## src/rtl/pwm_seq_pkg.sv

```systemverilog
// Shared state encoding and default widths for the PWM pattern-ROM sequencer.
package pwm_seq_pkg;

  localparam int unsigned ADDR_W_DEFAULT = 8;
  localparam int unsigned DATA_W_DEFAULT = 8;
  localparam int unsigned DIV_W_DEFAULT  = 16;

  typedef enum logic [1:0] {
    StIdle     = 2'd0,
    StRun      = 2'd1,
    StStopping = 2'd2
  } seq_state_e;

endpackage

```

## src/rtl/seq_prescaler.sv

```systemverilog
// Step-rate prescaler: counts 0..limit and pulses tick on the terminal count.
module seq_prescaler #(
  parameter int unsigned DIV_W = 16
) (
  input  logic             clk,
  input  logic             rst,
  input  logic             clr,
  input  logic [DIV_W-1:0] limit,
  output logic             tick
);

  logic [DIV_W-1:0] cnt_q, cnt_d;

  assign tick = !clr && (cnt_q == limit);

  always_comb begin
    cnt_d = cnt_q + 1'b1;
    if (clr || tick) cnt_d = '0;
  end

  always_ff @(posedge clk or posedge rst) begin
    if (rst) cnt_q <= '0;
    else     cnt_q <= cnt_d;
  end

endmodule

```

## src/rtl/pwm_rom_sequencer.sv

```systemverilog
// Steps the three-phase PWM pattern ROM and registers its outputs as phase drives.
// Reverse stepping and the dir port are built only when PWM_SEQ_REVERSE_EN is defined.
module pwm_rom_sequencer
  import pwm_seq_pkg::*;
#(
  parameter int unsigned ADDR_W = ADDR_W_DEFAULT,
  parameter int unsigned DATA_W = DATA_W_DEFAULT,
  parameter int unsigned DIV_W  = DIV_W_DEFAULT
) (
  input  logic              clk,
  input  logic              rst,
  input  logic              start,
  input  logic              stop,
  input  logic [DIV_W-1:0]  div,
`ifdef PWM_SEQ_REVERSE_EN
  input  logic              dir,
`endif
  output logic [ADDR_W-1:0] rom_addr,
  input  logic [DATA_W-1:0] rom_out1,
  input  logic [DATA_W-1:0] rom_out2,
  input  logic [DATA_W-1:0] rom_out3,
  output logic [DATA_W-1:0] pwm1,
  output logic [DATA_W-1:0] pwm2,
  output logic [DATA_W-1:0] pwm3,
  output logic              busy,
  output logic              sync
);

  seq_state_e        state_q, state_d;
  logic [ADDR_W-1:0] addr_q, addr_d, step_addr;
  logic [DIV_W-1:0]  div_q;
  logic [DATA_W-1:0] pwm1_q, pwm2_q, pwm3_q;
  logic              sync_q;
  logic              tick, wrap, launch, running;

  assign running = (state_q != StIdle);
  assign launch  = (state_q == StIdle) && start;

`ifdef PWM_SEQ_REVERSE_EN
  logic dir_q;

  always_ff @(posedge clk or posedge rst) begin
    if (rst)                 dir_q <= 1'b0;
    else if (launch || wrap) dir_q <= dir;
  end

  assign step_addr = dir_q ? addr_q - 1'b1 : addr_q + 1'b1;
`else
  assign step_addr = addr_q + 1'b1;
`endif

  // Every period boundary is a step into address 0, in either direction.
  assign wrap = tick && (step_addr == '0);

  seq_prescaler #(
    .DIV_W (DIV_W)
  ) u_prescaler (
    .clk   (clk),
    .rst   (rst),
    .clr   (!running),
    .limit (div_q),
    .tick  (tick)
  );

  always_comb begin
    state_d = state_q;
    addr_d  = addr_q;
    unique case (state_q)
      StIdle: begin
        addr_d = '0;
        if (start) state_d = StRun;
      end
      StRun:      if (stop) state_d = StStopping;
      StStopping: begin
        if (start)     state_d = StRun;
        else if (wrap) state_d = StIdle;
      end
      default:    state_d = StIdle;
    endcase
    if (running && tick) addr_d = step_addr;
  end

  always_ff @(posedge clk or posedge rst) begin
    if (rst) begin
      state_q <= StIdle;
      addr_q  <= '0;
      div_q   <= '0;
      sync_q  <= 1'b0;
      pwm1_q  <= '0;
      pwm2_q  <= '0;
      pwm3_q  <= '0;
    end else begin
      state_q <= state_d;
      addr_q  <= addr_d;
      sync_q  <= wrap;
      if (launch || wrap) div_q <= div;
      // Drives follow the ROM only while running; the edge into idle forces switches off.
      if (running && (state_d != StIdle)) begin
        pwm1_q <= rom_out1;
        pwm2_q <= rom_out2;
        pwm3_q <= rom_out3;
      end else begin
        pwm1_q <= '0;
        pwm2_q <= '0;
        pwm3_q <= '0;
      end
    end
  end

  assign rom_addr = addr_q;
  assign pwm1     = pwm1_q;
  assign pwm2     = pwm2_q;
  assign pwm3     = pwm3_q;
  assign busy     = running;
  assign sync     = sync_q;

endmodule

```

## config.mk

```make
export PLATFORM = sky130hd
export DESIGN_NAME = pwm_rom_sequencer
export DESIGN_NICKNAME = d
export VERILOG_FILES = /design/src/rtl/pwm_seq_pkg.sv /design/src/rtl/seq_prescaler.sv /design/src/rtl/pwm_rom_sequencer.sv
export SDC_FILE = /design/constraint.sdc
export NUM_CORES = 1
export LEC_CHECK = 0
export ABC_AREA = 1
export ABC_CLOCK_PERIOD_IN_PS = 2500
export BUFFER_PORTS_ARGS = -buffer_cell sky130_fd_sc_hd__buf_4
export CORE_MARGIN = 5
export CORE_UTILIZATION = 53
export DETAILED_ROUTE_END_ITERATION = 16
export PLACE_DENSITY_LB_ADDON = 0.2
export SYNTH_ARGS = -nofsm -noshare
export SYNTH_HDL_FRONTEND = slang
export SYNTH_HIERARCHICAL = 1
export SYNTH_SLANG_ARGS = --single-unit
```

## constraint.sdc

```tcl
create_clock -name clk -period 2.5 [get_ports clk]
set_input_delay 0.125 -clock clk [delete_from_list [all_inputs] [get_ports clk]]
set_output_delay 0.125 -clock clk [all_outputs]
set_load 0.005 [all_outputs]
```

# After elaboration in Yosys (flattened, before gate mapping)
# Index checks and enable logic that the tools add are counted.
# op_classes
addsub,2
eq_ne,3
n_mux,11
n_reduce_logical,13
# op_table
op,n
$mux 8,5
$add 16x1->16 const B,1
$eq 16x16->1,1
$mux 16,1
$add 8x1->8 const B,1
$logic_not 8->1,1
$mux 2,4
$pmux 2 s3,1
$reduce_bool 2->1,3
$logic_and 1x1->1,5
$eq 2x1->1 const B,1
$eq 2x2->1 const B,1
$logic_not 2->1,1
$logic_or 1x1->1,2
$logic_not 1->1,1
# totals
regBits,67
inputBits,44
out_inout_bits,34
elab_cells,37

# Logic depth before layout (Yosys ltp)
# Gate-level depths: netlist of the first run.
# depth
ltp_word,9
mapped_depth,18
depth_no_buf,17

# By module
# Netlist of the first run, hierarchy kept.
# modules_own_cells
module,instances,cells_each,area_per_inst_um2,seq_area_each_um2
pwm_rom_sequencer,1,231,2103.3,1276.2
seq_prescaler,1,181,1176.1,400.4

# Worst setup path after synthesis of the first run
# No wires, ideal clock.
# synth_timing
path_kind,register -> register
start,register u_prescaler.cnt_q[9]
end,register pwm2_q[0] (netlist: pwm2[0])
arrival_ns,1.807
t_required_ns,2.386
path_slack_ns,0.578
path_stages_with_launch,18
n_path_buf,1
path_cell_list,dfrtp_1 > nand2_1 > nand2_1 > nor2_1 > nand2_1 > nor2_2 > nand2_2 > nor2_1 > nand2_1 > nor2_1 > nand3_1 > nor2_1 > nand3_2 > nand2_2 > nand3_2 > nand2_4 > buf_12 > nor2_1
# synth_between
elab_chain_cells,9
# synth_lines
element,line_no,rtl
start: declaration,seq_prescaler.sv:12,"logic [DIV_W-1:0] cnt_q, cnt_d;"
start signal: assignment,seq_prescaler.sv:23,else cnt_q <= cnt_d;
$eq 16x16->1,seq_prescaler.sv:14,assign tick = !clr && (cnt_q == limit);
$logic_and 1x1->1,seq_prescaler.sv:14,
net tick,pwm_rom_sequencer.sv:34,"logic tick, wrap, launch, running;"
$logic_and 1x1->1,pwm_rom_sequencer.sv:53,assign wrap = tick && (step_addr == '0);
$mux 2,pwm_rom_sequencer.sv:76,else if (wrap) state_d = StIdle;
$mux 2,pwm_rom_sequencer.sv:75,if (start) state_d = StRun;
$pmux 2 s3,pwm_rom_sequencer.sv:68,unique case (state_q)
$reduce_bool 2->1,pwm_rom_sequencer.sv:98,if (running && (state_d != StIdle)) begin
$logic_and 1x1->1,pwm_rom_sequencer.sv:98,
$mux 8,pwm_rom_sequencer.sv:98,
end signal: assignment,pwm_rom_sequencer.sv:100,pwm2_q <= rom_out2;
end: declaration,pwm_rom_sequencer.sv:32,"logic [DATA_W-1:0] pwm1_q, pwm2_q, pwm3_q;"
# The timed path passes the listed nets, and every way through them passes these cells.
# A chain may end at the register's enable or synchronous reset.

# Worst setup path after layout of the first run
# layout_timing
start,register u_prescaler.cnt_q[7]
end,register pwm1_q[1] (netlist: pwm1[1])
# layout_between
elab_chain_cells,9
# layout_lines
element,line_no,rtl
$eq 16x16->1,seq_prescaler.sv:14,
$logic_and 1x1->1,seq_prescaler.sv:14,
net tick,pwm_rom_sequencer.sv:34,
$logic_and 1x1->1,pwm_rom_sequencer.sv:53,
$mux 2,pwm_rom_sequencer.sv:76,
$mux 2,pwm_rom_sequencer.sv:75,
$pmux 2 s3,pwm_rom_sequencer.sv:68,
$reduce_bool 2->1,pwm_rom_sequencer.sv:98,
$logic_and 1x1->1,pwm_rom_sequencer.sv:98,
$mux 8,pwm_rom_sequencer.sv:98,
end signal: assignment,pwm_rom_sequencer.sv:99,pwm1_q <= rom_out1;
end: declaration,pwm_rom_sequencer.sv:32,
# The timed path passes the listed nets, and every way through them passes these cells.

==> results of run 1 <==
-- synth_stat cells, drive strengths merged --
master | instances | area share
nand2 | 109 | 0.13
inv | 91 | 0.10
nor2 | 77 | 0.10
dfrtp | 67 | 0.51
o21ai | 24 | 0.038
nand3 | 14 | 0.026
xor2 | 12 | 0.032
buf | 6 | 0.023
ha | 3 | 0.011
nor3 | 3 | 0.0061
nand4 | 2 | 0.0038
xnor2 | 2 | 0.0053
nand3b | 1 | 0.0023
o22ai | 1 | 0.0019
-- how the worst max path moves through the flow --
| stage | end | startpoint | cells after the start |
|---|---|---|---|
| CTS | pwm3[7]$_DFF_PP0_ | u_prescaler/cnt_q[7]$_DFF_PP0_ | 17 |
| detailed placement | pwm3[7]$_DFF_PP0_ | u_prescaler/cnt_q[7]$_DFF_PP0_ | 17 |
| finish | pwm1[1]$_DFF_PP0_ | u_prescaler/cnt_q[7]$_DFF_PP0_ | 17 |
| global route | div_q[12]$_DFFE_PP0P_ | u_prescaler/cnt_q[8]$_DFF_PP0_ | 17 |
| floorplan | pwm2[0]$_DFF_PP0_ | u_prescaler/cnt_q[9]$_DFF_PP0_ | 17 |
| global placement | pwm2[1]$_DFF_PP0_ | u_prescaler/cnt_q[15]$_DFF_PP0_ | 17 |
-- cell usage in the layout, fill, tap and decap left out, drive strengths merged --
cell | Yosys | routed
buf | 6 | 80
bufinv | 0 | 2
clkbuf | 0 | 10
clkinv | 0 | 2
clkinvlp | 0 | 2
dfrtp | 67 | 67
dlygate4sd3 | 0 | 28
ha | 3 | 3
inv | 91 | 91
nand2 | 109 | 109
nand3 | 14 | 14
nand3b | 1 | 1
nand4 | 2 | 2
nor2 | 77 | 77
nor3 | 3 | 3
o21ai | 24 | 24
o22ai | 1 | 1
xnor2 | 2 | 2
xor2 | 12 | 12
-- flip-flops by register name, summed over array words and instances, names as in the netlist --
| name | cells |
|---|---|
| div_q | 16 |
| u_prescaler/cnt_q | 16 |
| pwm1 | 8 |
| pwm2 | 8 |
| pwm3 | 8 |
| rom_addr | 8 |
| state_q | 2 |
| sync | 1 |
-- logic make-up after synthesis --
kind of cell	count (synthesis)
AOI/OAI and AO/OA	25
xor gates and xnor gates	14
adders and majority gates	3
buffers and inverters	97
DFF	67
and+or+nand+nor	206
-- critical path, delay by kind of cell (launching register included) --
family | cells | cell delay, ps
buffers and inverters | 1 | 60
DFF | 1 | 470
and+or+nand+nor | 16 | 1560
-- layout make-up --
class,instances,area share
flip-flops and latches,67,0.379
multi-input cells,248,0.270
repair buffers,108,0.202
inverters,91,0.0772
clock buffers,10,0.0311
well taps,75,0.0212
clock inverters,6,0.0201
-- power groups by stage --
| stage | combinational [mW] | sequential [mW] | clock (mW) |
|---|---|---|---|
| floorplan | 0.924 | 1.61 | 0 |
| global placement | 1.30 | 1.62 | 0 |
| global route | 1.59 | 1.67 | 1.07 |
| finish | 1.40 | 1.63 | 1.01 |
| CTS | 1.38 | 1.62 | 1.02 |
| detailed placement | 1.34 | 1.63 | 0 |
-- metrics by stage --
stage | hold slack, ps | utilization
2_1_floorplan | 38.7 | -
3_3_place_gp | 242 | 0.657
3_5_place_dp | 244 | 0.657
4_1_cts | 2.63 | 0.742
5_1_grt | 9.19 | 0.743
6_report | 5.68 | 0.743
-- repair_timing --
| item | 4_1_cts | 5_1_grt |
|---|---|---|
| hold buffers | 28 | 0 |
| setup endpoints to repair | 0 | 9 |
| resized for setup | 0 | 1 |
| hold endpoints to repair | 68 | 0 |
-- metal layers --
| metal | routed length (microns) | up-vias | share of wire |
|---|---|---|---|
| li1 | - | 1430 | - |
| met1 | 3070 | 1340 | 0.39 |
| met2 | 4090 | 88 | 0.52 |
| met3 | 556 | 14 | 0.071 |
| met4 | 130 | 0 | 0.017 |
| met5 | 0 | - | 0 |
==> flow_summary.json, run 1 <==
{
  "setup_viol": 0,
  "avgSynthCellArea_sq_um": 7.96,
  "gr-total-overflow": 0,
  "seqPwrFrac": 0.403,
  "max_slew_margin": 0.584,
  "synth_top_family_by_area": "simple AND/OR/NAND/NOR gates",
  "crit_fanout": 24,
  "peakVddDrop_mv": 0.611,
  "syn2layout_area_growth_pct": 35.0,
  "max_freq_mhz": 449,
  "hold_class": "in2reg",
  "synth_mux_area_frac": 0,
  "cts_buffers": 9,
  "r2r_slack_ps": 270,
  "holdPathEnd": "div_q[15]$_DFFE_PP0P_",
  "multi_input_area_sq_um": 1190,
  "rows": 28,
  "grt_use_met2": 0.381,
  "first_pass_iters": 4,
  "grtUsageMet3": 0.0708,
  "coreArea_sq_um": 5960,
  "crit_top_cell": "nor2_1",
  "synth-simple-area-share": 0.273,
  "reg2reg_to": "pwm1[1]$_DFF_PP0_",
  "synthXorXnorAreaFrac": 0.0374,
  "grt_antenna_before_repair": 0,
  "die_h_microns": 88.7,
  "gp_congestion": 0.794,
  "yosysWarnings": 6,
  "hold_depth": 3,
  "synth_nets": 459,
  "drive_gt1_frac": 0.249,
  "dp_cells": 561,
  "finClkSkew_ps": 10.7,
  "grt_pass1_wl_microns": 13100,
  "critPathKind": "reg2reg",
  "cts_sinks": 67,
  "synth-compound-area-share": 0.0397,
  "fp.dieW_microns": 88.7,
  "h-tree-depth": 3,
  "power_mw": 4.04,
  "fillers": 435,
  "viasPerCell": 4.75,
  "fin_setup_tns_ps": 0,
  "grt_most_used_layer": "met2",
  "gr-usage-met1": 0.254,
  "postSynthCellCount": 412,
  "cp.arrival_ps": 2450,
  "nNetsFinal": 572,
  "num_vias": 2872,
  "finalWirelength_microns": 7850,
  "ant_nets": 0,
  "clk_latency_ps": 340,
  "path_clk_slew_ps": 80,
  "worstSetupStartpointType": "flop",
  "fin_crit_ps": 2230,
  "regArea_sq_um": 1680,
  "netlist_area_sq_um": 3280,
  "synth_seq_cells": 67,
  "drtIter0Drc": 141,
  "io_buffers": 77,
  "design_area_sq_um": 4430,
  "r2r-start": "u_prescaler/cnt_q[7]$_DFF_PP0_",
  "cpPeakStageDelay_ps": 470,
  "ff2ff_path_depth": 17,
  "dpl.hpwl_microns": 5220,
  "ys_types": 25,
  "hold_viol_final": 0,
  "p_clk_frac": 0.250,
  "power.leakage_nw": 2.33,
  "final_cells": 605,
  "crit_chain": "nand2_1, inv_1, nor2_1, nor2_1, nand2_1, nor2_2, nand2_2, nor2_1, nand2_1, nor2_1, nand3_1, nor2_1, nand3_2, nand2_2, nand3_2, nand2_8, nor2_1",
  "clockBufferDepth": 2,
  "track_usage": 0.218,
  "placed_area_sq_um": 3910,
  "cp-end-kind": "flop",
  "maxCapViolCount": 0,
  "root_buffer": "clkbuf_8",
  "power_density_nw_per_um2": 912,
  "first_global_vias": 2973,
  "drc": 0,
  "pre_cts_slack_ps": 245,
  "internal_power_mw": 2.60,
  "synthAdderAreaFrac": 0.0114,
  "fin_crit_sh": 0.891,
  "cts_tree": "built",
  "grt_setup_unrepaired": "false",
  "grt_max_degree": 33,
  "io_pins": 78,
  "swShare": 0.356,
  "worstMarginPinSlew_ps": 623,
  "report.final.slew_viol_count": 0,
  "dieArea_sq_um": 7860,
  "p_switching_mw": 1.44,
  "wl_per_cell_microns": 13.0,
  "ys_seq_area_frac": 0.511,
  "p_comb_frac": 0.348,
  "finalWorstSetupSlack_ps": 274,
  "cpMaxStageDelayCell": "dfrtp_1",
  "cts_setup_buffers": 0,
  "required_ps": 2720,
  "status": "finished, final reports clean",
  "worstHoldStart": "div[15]",
  "diodes": 0,
  "start_util": 0.551
}
(Power assumes the default switching activity.)
==> run 2: changes to the inputs <==
--- a/config.mk
+++ b/config.mk
@@ -11,6 +11,7 @@
 export CORE_MARGIN = 5
 export CORE_UTILIZATION = 53
 export DETAILED_ROUTE_END_ITERATION = 16
+export GPL_TIMING_DRIVEN = 0
 export PLACE_DENSITY_LB_ADDON = 0.2
 export SYNTH_ARGS = -nofsm -noshare
 export SYNTH_HDL_FRONTEND = slang
==> run 2 against run 1 <==
Against the previous run:
- cell area is 2.4% higher
- critical path depth stayed put
- sequential power hardly changed
- global-route usage is 1.0 points higher
- non-clock buffer count is 8 higher
- register-to-register slack worse by 30 ps
- wire length is 3.4% higher
- highest routed layer unchanged
- final cell count is 1.3% higher
- critical path type unchanged
==> flow_summary.json, run 2 (same netlist as run 1, synthesis figures left out) <==
{
  "setup_viol": 0,
  "root_buffer": "clkbuf_8",
  "nNetsFinal": 580,
  "num_vias": 2905,
  "final_common_cell": "nand2_1",
  "grt_pass1_wl_microns": 13500,
  "dpl.hpwl_microns": 5350,
  "peakVddDrop_mv": 0.695,
  "crit_chain": "nor2_1, nor2_1, nor2_1, nand2_1, nor2_1, nand2_2, nor2_1, nand2_1, nor2_1, nand3_1, nor2_1, nand3_2, nand2_2, nand3_2, nand2_4, buf_6, nor2_1",
  "cpPeakStageDelay_ps": 440,
  "p_switching_mw": 1.47,
  "worstSetupStartpointType": "flop",
  "reg.largest.list": "div_q x16, u_prescaler/cnt_q x16",
  "ant_nets": 0,
  "cts_setup_buffers": 0,
  "p_comb_frac": 0.367,
  "p_clk_frac": 0.251,
  "h-tree-depth": 3,
  "die_h_microns": 88.7,
  "cp-end-kind": "flop",
  "finalWirelength_microns": 8120,
  "required_ps": 2730,
  "crit_cells": 17,
  "fin_crit_sh": 0.903,
  "power_density_nw_per_um2": 929,
  "track_usage": 0.228,
  "grt_setup_unrepaired": "false",
  "grt_max_degree": 39,
  "path_delay_family": "simple AND/OR/NAND/NOR gates",
  "io_pins": 78,
  "fp.dieW_microns": 88.7,
  "seqPwrFrac": 0.382,
  "max_freq_mhz": 443,
  "cts_buffers": 9,
  "finalHoldWorstSlack_ps": 5.57,
  "internal_power_mw": 2.74,
  "fin_setup_tns_ps": 0,
  "wl_per_cell_microns": 13.2,
  "maxCapViolCount": 0,
  "ff2ff_path_depth": 17,
  "power.leakage_nw": 2.38,
  "finClkSkew_ps": 8.17,
  "swShare": 0.349,
  "cp_num_buf_inv": 1,
  "drive_gt1_frac": 0.255,
  "drtIter0Drc": 138,
  "design_area_sq_um": 4530,
  "first_global_vias": 3047,
  "fillers": 397,
  "viasPerCell": 4.74,
  "report.final.slew_viol_count": 0,
  "status": "finished, final reports clean",
  "first_pass_iters": 4,
  "start_util": 0.551,
  "io_buffers": 77,
  "power_mw": 4.21,
  "clk_latency_ps": 340,
  "dieArea_sq_um": 7860,
  "fin_crit_ps": 2260,
  "coreArea_sq_um": 5960,
  "grt_antenna_before_repair": 0,
  "cts_tree": "built",
  "path_clk_slew_ps": 80,
  "cpMaxStageDelayCell": "dfrtp_2",
  "drc": 0,
  "diodes": 0,
  "crit_top_cell": "nor2_1",
  "hold_depth": 3,
  "worstMarginPinSlew_ps": 624,
  "crit_fanout": 10,
  "gr-total-overflow": 0,
  "hold_viol_final": 0,
  "rows": 28,
  "clockBufferDepth": 2,
  "layout_common_cells": "105 x nand2_1, 85 x inv_1, 78 x buf_4",
  "cts_sinks": 67,
  "cp.arrival_ps": 2490,
  "hold_class": "in2reg",
  "gp_congestion": 0.782,
  "max_slew_margin": 0.584,
  "placed_area_sq_um": 3970,
  "critPathKind": "reg2reg",
  "syn2layout_area_growth_pct": 38.2
}
==> run 2: per-layer routing <==
layer,vias to the layer above,global-route usage,part of all wire
met5,-,0,0
met4,0,0.109,0.020
met3,14,0.0708,0.058
met2,78,0.406,0.55
met1,1368,0.244,0.37
li1,1445,-,-
==> run 2: path summary, 6_finish.rpt <==
| path | from | to | slack [ps] |
|---|---|---|---|
| worst max-delay path | u_prescaler/cnt_q[0]$_DFF_PP0_ | pwm1[2]$_DFF_PP0_ | 240 |
| worst min-delay path | rom_out3[4] | pwm3[4]$_DFF_PP0_ | 6 |
| worst max register to register | u_prescaler/cnt_q[0]$_DFF_PP0_ | pwm1[2]$_DFF_PP0_ | 240 |
| worst min register to register | u_prescaler/cnt_q[0]$_DFF_PP0_ | u_prescaler/cnt_q[0]$_DFF_PP0_ | 490 |
| max in group asynchronous | rst | u_prescaler/cnt_q[0]$_DFF_PP0_ | 1620 |
| min in group asynchronous | rst | div_q[0]$_DFFE_PP0P_ | 320 |
==> run 2: what timing repair did <==
action                                  CTS  global route
endpoints found under the hold margin    57             3
resized for setup                         0             2
endpoints found under the setup margin    0             5
hold buffers                             29             3
==> run 2: cell type report <==
type	instances	area (sq um)	share of cell area
Sequential cell	67	1680	0.370
Multi-Input combinational cell	248	1190	0.262
Timing Repair Buffer	110	918	0.203
Inverter	91	342	0.0754
Clock buffer	11	151	0.0334
Tap cell	75	93.8	0.0207
Clock inverter	5	85.1	0.0188
Buffer	6	77.6	0.0171
==> run 2: stage by stage <==
stage,utilization,cells,worst slack [ps]
global route,0.761,613,16.9
floorplan,-,412,578
CTS,0.755,610,202
detailed placement,0.667,565,227
finish,0.761,613,243
global placement,0.663,564,258
==> run 2: worst reg2reg max path, delay by kind of cell, from the launching register on <==
kind          cells  cell delay (ps)
flops             1              440
buf+inv           1              150
simple gates     16             1540
==> run 2: power by group through the flow <==
| stage | registers [mW] | clock network, mW | logic (mW) |
|---|---|---|---|
| 5_1_grt | 1.65 | 1.11 | 1.74 |
| 4_1_cts | 1.60 | 1.07 | 1.55 |
| 3_5_place_dp | 1.62 | 0 | 1.50 |
| 6_report | 1.61 | 1.05 | 1.54 |
| 2_1_floorplan | 1.61 | 0 | 0.924 |
| 3_3_place_gp | 1.61 | 0 | 1.45 |
